==> config.mk <==
export PLATFORM = sky130hd
export DESIGN_NAME = freq_div_monitor
export DESIGN_NICKNAME = d
export VERILOG_FILES = /design/src/rtl/freq_div_mon_pkg.sv /design/src/rtl/rise_detect.sv /design/src/rtl/freq_div_monitor.sv
export SDC_FILE = /design/constraint.sdc
export NUM_CORES = 1
export LEC_CHECK = 0
export CORE_AREA = 2 2 68 70
export CTS_BUF_LIST = sky130_fd_sc_hd__clkbuf_16
export CTS_CLUSTER_SIZE = 20
export DETAILED_ROUTE_END_ITERATION = 10
export DIE_AREA = 0 0 70 72
export GPL_TIMING_DRIVEN = 0
export PLACE_DENSITY = 0.81
export SLEW_MARGIN = 20
export SYNTH_ARGS = -nofsm -noshare
export SYNTH_HDL_FRONTEND = slang
export SYNTH_SLANG_ARGS = --single-unit
==> constraint.sdc <==
create_clock -name clk -period 1.9 [get_ports clk]
set_input_delay 0.285 -clock clk [delete_from_list [all_inputs] [get_ports clk]]
set_output_delay 0.285 -clock clk [all_outputs]
set_load 0.01 [all_outputs]
==> src/rtl/freq_div_mon_pkg.sv <==
// Shared state encoding and default sizing for the divided-clock monitor.
package freq_div_mon_pkg;

    localparam int DEF_CNT_W      = 8;
    localparam int DEF_LOCK_COUNT = 4;

    typedef enum logic [1:0] {
        ST_IDLE    = 2'd0,
        ST_ARM     = 2'd1,
        ST_MEASURE = 2'd2
    } state_t;

endpackage

==> src/rtl/rise_detect.sv <==
// Registers the divided clock and flags the cycle in which it goes high.
module rise_detect (
    input  logic clk,
    input  logic rst,
    input  logic div_in,
    output logic rise
);

    logic div_d_q;
    logic div_d_d;

    always_comb begin
        div_d_d = div_in;
    end

    always_ff @(posedge clk) begin
        if (rst) begin
            div_d_q <= 1'b0;
        end else begin
            div_d_q <= div_d_d;
        end
    end

    assign rise = div_in & ~div_d_q;

endmodule

==> src/rtl/freq_div_monitor.sv <==
// Measures period and high time of a divided clock against expected values,
// reporting per-measurement errors, stuck input and a lock level.
module freq_div_monitor
    import freq_div_mon_pkg::*;
#(
    parameter int CNT_W      = DEF_CNT_W,
    parameter int LOCK_COUNT = DEF_LOCK_COUNT
) (
    input  logic             clk,
    input  logic             rst,
    input  logic             en,
    input  logic             div_in,
    input  logic [CNT_W-1:0] exp_period,
    input  logic [CNT_W-1:0] exp_high,
    output logic [CNT_W-1:0] period,
    output logic [CNT_W-1:0] high_time,
    output logic             meas_valid,
    output logic             period_err,
    output logic             stuck,
    output logic             lock
);

    localparam int                 MATCH_W    = $clog2(LOCK_COUNT + 1);
    localparam logic [CNT_W-1:0]   CNT_MAX    = '1;
    localparam logic [CNT_W-1:0]   CNT_ONE    = CNT_W'(1);
    localparam logic [MATCH_W-1:0] MATCH_FULL = MATCH_W'(LOCK_COUNT);

    logic rise;

    rise_detect u_rise_detect (
        .clk    (clk),
        .rst    (rst),
        .div_in (div_in),
        .rise   (rise)
    );

    state_t             state_q, state_d;
    logic [CNT_W-1:0]   pcnt_q, pcnt_d;
    logic [CNT_W-1:0]   hcnt_q, hcnt_d;
    logic [CNT_W-1:0]   period_q, period_d;
    logic [CNT_W-1:0]   high_q, high_d;
    logic [MATCH_W-1:0] match_q, match_d;
    logic               meas_valid_q, meas_valid_d;
    logic               period_err_q, period_err_d;
    logic               stuck_q, stuck_d;
    logic               lock_q, lock_d;
    logic               meas_ok;

    always_comb begin
        state_d      = state_q;
        pcnt_d       = pcnt_q;
        hcnt_d       = hcnt_q;
        period_d     = period_q;
        high_d       = high_q;
        match_d      = match_q;
        meas_valid_d = 1'b0;
        period_err_d = 1'b0;
        stuck_d      = 1'b0;
        meas_ok      = (pcnt_q == exp_period) && (hcnt_q == exp_high);

        if (!en) begin
            state_d = ST_IDLE;
            pcnt_d  = '0;
            hcnt_d  = '0;
            match_d = '0;
        end else begin
            unique case (state_q)
                ST_IDLE: begin
                    state_d = ST_ARM;
                end
                ST_ARM: begin
                    if (rise) begin
                        state_d = ST_MEASURE;
                        pcnt_d  = CNT_ONE;
                        hcnt_d  = CNT_ONE;
                    end
                end
                ST_MEASURE: begin
                    if (rise) begin
                        pcnt_d       = CNT_ONE;
                        hcnt_d       = CNT_ONE;
                        period_d     = pcnt_q;
                        high_d       = hcnt_q;
                        meas_valid_d = 1'b1;
                        period_err_d = !meas_ok;
                        if (!meas_ok) begin
                            match_d = '0;
                        end else if (match_q != MATCH_FULL) begin
                            match_d = match_q + 1'b1;
                        end
                    // Fire as pcnt hits its ceiling so the pulse lands 2^CNT_W-1 cycles after the rise cycle.
                    end else if (pcnt_q >= CNT_MAX - 1'b1) begin
                        pcnt_d  = CNT_MAX;
                        stuck_d = 1'b1;
                        match_d = '0;
                        state_d = ST_ARM;
                    end else begin
                        pcnt_d = pcnt_q + 1'b1;
                        if (div_in && (hcnt_q != CNT_MAX)) begin
                            hcnt_d = hcnt_q + 1'b1;
                        end
                    end
                end
                default: begin
                    state_d = ST_IDLE;
                end
            endcase
        end

        lock_d = (match_d == MATCH_FULL);
    end

    always_ff @(posedge clk) begin
        if (rst) begin
            state_q      <= ST_IDLE;
            pcnt_q       <= '0;
            hcnt_q       <= '0;
            period_q     <= '0;
            high_q       <= '0;
            match_q      <= '0;
            meas_valid_q <= 1'b0;
            period_err_q <= 1'b0;
            stuck_q      <= 1'b0;
            lock_q       <= 1'b0;
        end else begin
            state_q      <= state_d;
            pcnt_q       <= pcnt_d;
            hcnt_q       <= hcnt_d;
            period_q     <= period_d;
            high_q       <= high_d;
            match_q      <= match_d;
            meas_valid_q <= meas_valid_d;
            period_err_q <= period_err_d;
            stuck_q      <= stuck_d;
            lock_q       <= lock_d;
        end
    end

    assign period     = period_q;
    assign high_time  = high_q;
    assign meas_valid = meas_valid_q;
    assign period_err = period_err_q;
    assign stuck      = stuck_q;
    assign lock       = lock_q;

endmodule

==> qor.yml <==
status:
  status: "complete, no violations"
clock_tree:
  clk_lat_worst_skew_ps: 290
  cts-buffers-inserted: 5
  cts-hold-fix-buffers: 0
  clock_pin_slew_of_the_registers_on_the_worst_case_setup_and_hold_paths_ps: 60
  clock_tree.root_cell: "sky130_fd_sc_hd__clkbuf_16"
  cts-root-to-sink-buffers: 2
  numClockSinks: 42
  cts_tree: "done"
  htree_levels: 2
sta:
  final-setup-viol-count: 0
  timing.final.crit_share: 0.9585
  maxSlewViolCount: 0
  finalHoldViolations: 0
  tns_ps: 0
  fin_worst_skew_ps: 5.581
  fmax_ghz: 0.5491
  min_clock_period_post_route_ps: 1821
  headroom_to_the_max_slew_limit: 0.6053
  least_setup_slack_across_all_paths_after_layout_ps: 78.83
  worst_pin_slew_ps: 588.1
setup_path:
  critical_path.cell_chain: "inv_1 > ha_1 > o211ai_2 > o22ai_4 > a2111oi_4 > xnor2_1 > nor2_1"
  cp_slowest_cell: "sky130_fd_sc_hd__dfxtp_4"
  critical_path_s_largest_stage_delay_ps: 420
  start_kind: "flip-flop"
  worstSetupPathType: "reg -> reg"
  critical_path.endpoint_type: "flip-flop"
  crit_buf_inv: 1
  worst-endpoint-required_ps: 2050
  path_max_fanout: 8
  data_arrival_time_at_the_worst_slack_endpoint_ps: 1970
  cpLargestDelayFamily: "compound AO/OA/AOI/OAI gates"
grt:
  via_count_of_the_first_global_routing_pass: 1965
  antenna_found_initial: 0
  grt_start_max_net_pins: 16
  grt_use_total: 0.2128
  first_pass_grt_wire_length_mm: 8.590
  grt-ovfl-total: 0
die:
  ioPinCount: 40
  full_die_area_um2: 5040
  fp.dieH_um: 72
  die_width_um: 70
  floorplan.core_area_um2: 4264
  initial_core_util: 0.5129
  floorplan.rows: 24
placed_design:
  place.detailed.instances: 349
  gp_routability_congestion: 0.8514
  placement.io_buffers: 39
  pre_cts_slack_ps: -235.2
  dp_hpwl_mm: 3.735
detailed_routing:
  route.antenna.remaining_nets: 0
  number_of_remaining_drc_errors: 0
  route.detailed.vias_per_inst: 5.511
  wirelength_mm: 5.137
  routedWlPerCell_um: 14.35
  drt_first_pass_iters: 4
  drt_iter0_markers: 109
  detailroute.via_count: 1973
logic_synthesis:
  netlist_area_um2: 2187
  synth.ff_latch_count: 42
  seq_area_frac_synth: 0.3844
  top_reg_cell_synth: "sky130_fd_sc_hd__dfxtp_1"
  synthDominantAreaCellType: "sky130_fd_sc_hd__dfxtp_1"
  async_reset_ff_frac: 0
  synth_top_cells_by_area: "sky130_fd_sc_hd__dfxtp_1, sky130_fd_sc_hd__xnor2_1, sky130_fd_sc_hd__nand2_1, sky130_fd_sc_hd__a21oi_1, sky130_fd_sc_hd__nor2_1"
  synth_enable_flop_cells: 0
  netlist_instances: 258
  post_synth.cell_area_avg_um2: 8.477
  postSynthNetCount: 283
  synth_most_common_cell: "sky130_fd_sc_hd__nand2_1"
  area_fraction_of_the_dominant_cell_type_after_synthesis: 0.3844
  synth_common_cells: "sky130_fd_sc_hd__nand2_1, sky130_fd_sc_hd__dfxtp_1, sky130_fd_sc_hd__a21oi_1"
  netlist-cell-type-count: 49
  yosysWarnings: 0
layout:
  post_layout_net_count: 330
  num-fill-cells: 353
  final_layout_size_suffix_gt1_frac: 0.1307
  area.growth.synth_to_final_pct: 29.75
  number_of_diodes: 0
  finish.cell_count_without_fillers: 358
pwr:
  power_per_cell_area_nw_per_um2: 664.9
  vdd_drop_max_uv: 391.9
  power.static_leakage_nw: 0.9953
run:
  max_cap_violations: 0
hold_path:
  hold_path_class: "in -> reg"
==> final cells by class <==
class	instances	area, um2	share of cell area
tap	52	65.06	0.02293
sequential	42	845.8	0.2981
clock buffer	5	125.1	0.04409
inverter	8	30.03	0.01058
clock inverter	3	25.02	0.008818
timing repair buffer	41	407.9	0.1437
multi-input combinational	193	1245	0.4387
buffer	14	93.84	0.03307
==> cells in the final DEF (no fill, tap or decap), types with 4 or more instances in the layout <==
cell type	netlist	final
sky130_fd_sc_hd__dfxtp_1	42	40
sky130_fd_sc_hd__buf_6	4	4
sky130_fd_sc_hd__nand3_1	9	9
sky130_fd_sc_hd__nand4_1	6	6
sky130_fd_sc_hd__xnor2_1	20	20
sky130_fd_sc_hd__ha_1	5	5
sky130_fd_sc_hd__a21oi_1	26	25
sky130_fd_sc_hd__clkdlybuf4s50_1	0	38
sky130_fd_sc_hd__o21ai_0	10	10
sky130_fd_sc_hd__clkbuf_16	0	5
sky130_fd_sc_hd__inv_1	8	8
sky130_fd_sc_hd__buf_2	6	6
sky130_fd_sc_hd__nor2_1	20	20
sky130_fd_sc_hd__nand2_1	45	45
==> per-stage QoR <==
stage / util / power, mW / area [um2] / hold slack, ps
CTS: 0.6567 / 1.896 / 2800 / 457.1
finish: 0.6655 / 1.887 / 2838 / 416.7
floorplan: - / 0.9769 / 2187 / 413.2
detailed placement: 0.6197 / 1.040 / 2643 / 448.0
global placement: 0.6197 / 1.037 / 2643 / 444.5
global route: 0.6655 / 1.950 / 2838 / 421.9
==> path summary, 6_finish.rpt <==
path,start,to,slack [ps],cells past startpoint
max,pcnt_q[0],hcnt_q[6],80,7
min,div_in,u_rise_detect.div_d_q,420,2
max reg2reg,pcnt_q[0],hcnt_q[6],80,7
min reg2reg,high_time[5],high_time[5],450,2
==> per-layer routing <==
metal / track usage / part of all wire / up-vias
li1: - / - / 980
met1: 0.2459 / 0.43 / 928
met2: 0.3852 / 0.50 / 53
met3: 0.03889 / 0.048 / 12
met4: 0.09615 / 0.017 / 0
met5: 0 / 0 / -
==> cells by family after synthesis <==
logic type | count (synthesis) | synth area share
and+or+nand+nor | 102 | 0.2277
DFF | 42 | 0.3844
xor gates and xnor gates | 22 | 0.1001
muxes | 1 | 0.005148
adders and majority gates | 5 | 0.02860
AOI/OAI and AO/OA | 63 | 0.1957
buffers and inverters | 23 | 0.05835
==> state kept, by name, summed over array words and instances (netlist names), 2 cells and up <==
name,cells
hcnt_q,8
period,8
state_q,2
high_time,8
pcnt_q,8
match_q,3
==> report_power, final <==
part | switching [mW] | internal (mW) | total [mW]
combinational | 0.0665 | 0.0692 | 0.136
clock | 0.371 | 0.494 | 0.865
sequential | 0.00314 | 0.883 | 0.886
==> timing repair <==
action,in CTS,in global routing
gates resized for setup,3,5
endpoints found under the setup margin,12,19
buffers inserted,0,2
pin swaps,0,1
No activity file was read; power rests on OpenSTA's default activity.
==> RTL change, RTL diff (same settings) <==
The 3 states of `state_t` get a one-hot encoding in 3 bits.
--- a/src/rtl/freq_div_mon_pkg.sv
+++ b/src/rtl/freq_div_mon_pkg.sv
@@ -4,10 +4,10 @@
     localparam int DEF_CNT_W      = 8;
     localparam int DEF_LOCK_COUNT = 4;
 
-    typedef enum logic [1:0] {
-        ST_IDLE    = 2'd0,
-        ST_ARM     = 2'd1,
-        ST_MEASURE = 2'd2
+    typedef enum logic [2:0] {
+        ST_IDLE    = 3'b001,
+        ST_ARM     = 3'b010,
+        ST_MEASURE = 3'b100
     } state_t;
 
 endpackage
Function: same outputs for any inputs over 10 cycles, from zero or initial values and one cycle with rst high; not proved beyond that.
==> RTL change against the original RTL <==
Sequential share of layout area fell by 0.22 points. Critical path type unchanged. Total power shrank 1.8%. Sequential cell count up 1. Highest routed layer unchanged. Global-route usage rose by 2.0 points. Wire length grew 9.9%. Die area is the same. Critical path depth up 2. Area after synthesis fell by 1.6%. First-iteration DRC count rose by 52%. Setup slack worse by 0.049 ns. Design area up 3.4%. Sequential power grew 2.6%. Hold slack gained 0.035 ns.
==> RTL change: results (changes against the original RTL) <==
- Synth area leaders: dfxtp_1 40%, nand2_1 8.2%, a21oi_1 7.4% (was dfxtp_1 38%, xnor2_1 8.0%, nand2_1 7.7%)
- Post-synthesis mux area share: 0% (was 0.515%)
- Ratio of cells with drive above 1 in the final layout: 15.2% (was 13.1%)
- Fill cell count: 327 (was 353)
- All-Layer GR Usage: 23.2% (was 21.3%)
- Inst Count DP: 362 (was 349)
- Post-synthesis compound-gate area fraction: 19.2% (was 19.6%)
- Pre-Repair DR Iteration Count: 5 (was 4)
- Post-synthesis net count: 296 (was 283)
- Gate Count Post-Synth: 271 (was 258)
- Total Wirelength: 5650 µm (was 5140 µm)
- Result of the run: finished clean (unchanged)
- Adder-cell area share of the yosys netlist: 2.91% (was 2.86%)
- Leak: 1.00 nW (was 0.995 nW)
- Final Non-Filler Cells: 375 (was 358)
- Final layout net count: 347 (was 330)
- Xor/xnor cell area share of the yosys netlist: 6.51% (was 10.0%)
- Worst-path maximum fanout: 6 (was 8)
- Relative slew slack: 62.5% (was 60.5%)
- VDD IR max: 0.000500 V (was 0.000392 V)
- Pre-CTS WS: -0.446 ns (was -0.235 ns)
- Synth top cells by count: 47 x nand2_1, 43 x dfxtp_1, 32 x a21oi_1 (was 45 x nand2_1, 42 x dfxtp_1, 26 x a21oi_1)
- Yosys cell types: 40 (was 49)
- Drt first-iter violations: 166 (was 109)
- First-pass GRT wire length: 9360 µm (was 8590 µm)
- Clk_skew: 0.00519 ns (was 0.00558 ns)
- DP HPWL: 3940 µm (was 3730 µm)
==> RTL change: kinds of logic after synthesis <==
group                      after synthesis
adders and majority gates                5
DFF                                     43
and+or+nand+nor                        117
xor gates and xnor gates                16
buffers and inverters                   22
AOI/OAI and AO/OA                       68
==> RTL change: cell type report <==
| class | instances | area share [%] |
|---|---|---|
| Multi-Input combinational cell | 206 | 44.6 |
| Tap cell | 52 | 2.22 |
| Clock inverter | 3 | 0.512 |
| Buffer | 11 | 2.05 |
| Inverter | 5 | 0.639 |
| Clock buffer | 5 | 4.26 |
| Sequential cell | 43 | 29.6 |
| Timing Repair Buffer | 50 | 16.1 |
==> RTL change: critical path: stages (launching register included) <==
cell	delay, ns
dfxtp_2	0.34
buf_8	0.11
inv_1	0.04
ha_2	0.18
o2111ai_4	0.25
nor2_4	0.10
nor3b_4	0.36
buf_4	0.19
buf_4	0.10
a211oi_1	0.06
==> RTL change: per-stage QoR <==
| step | area, µm² | utilization (%) | hold WS [ns] |
|---|---|---|---|
| final | 2940 | 68.8 | 0.451 |
| after global placement | 2610 | 61.2 | 0.442 |
| after global routing | 2940 | 68.8 | 0.467 |
| after floorplan | 2150 | - | 0.413 |
| after detailed placement | 2610 | 61.2 | 0.445 |
| after CTS | 2830 | 66.4 | 0.454 |
==> RTL change: metal layers <==
| layer | global-route usage (%) | wire length, µm | vias to the layer above |
|---|---|---|---|
| met5 | 0 | 0 | - |
| met4 | 8.76 | 96 | 0 |
| met3 | 5.14 | 294 | 7 |
| met2 | 40.7 | 2810 | 68 |
| met1 | 28.1 | 2450 | 998 |
| li1 | - | - | 1054 |
==> RTL change: final timing paths <==
path	slack, ns	endpoint	cells after the start	start
setup / recovery	0.03	hcnt_q[0]	9	pcnt_q[0]
hold / removal	0.45	high_time[7]	2	high_time[7]
setup reg to reg	0.03	hcnt_q[0]	9	pcnt_q[0]
hold reg to reg	0.45	high_time[7]	2	high_time[7]
==> RTL change: where the power goes <==
| group | switching, mW | total [mW] | internal (mW) |
|---|---|---|---|
| Sequential | 0.00471 | 0.909 | 0.904 |
| Clock | 0.349 | 0.827 | 0.478 |
| Combinational | 0.0547 | 0.117 | 0.0621 |
| Total | 0.409 | 1.85 | 1.44 |
==> RTL change: timing repair <==
action,4_1_cts,5_1_grt
setup buffers,3,8
pin swaps,2,10
resized for setup,16,17
endpoints found under the setup margin,28,23
cloned,0,0
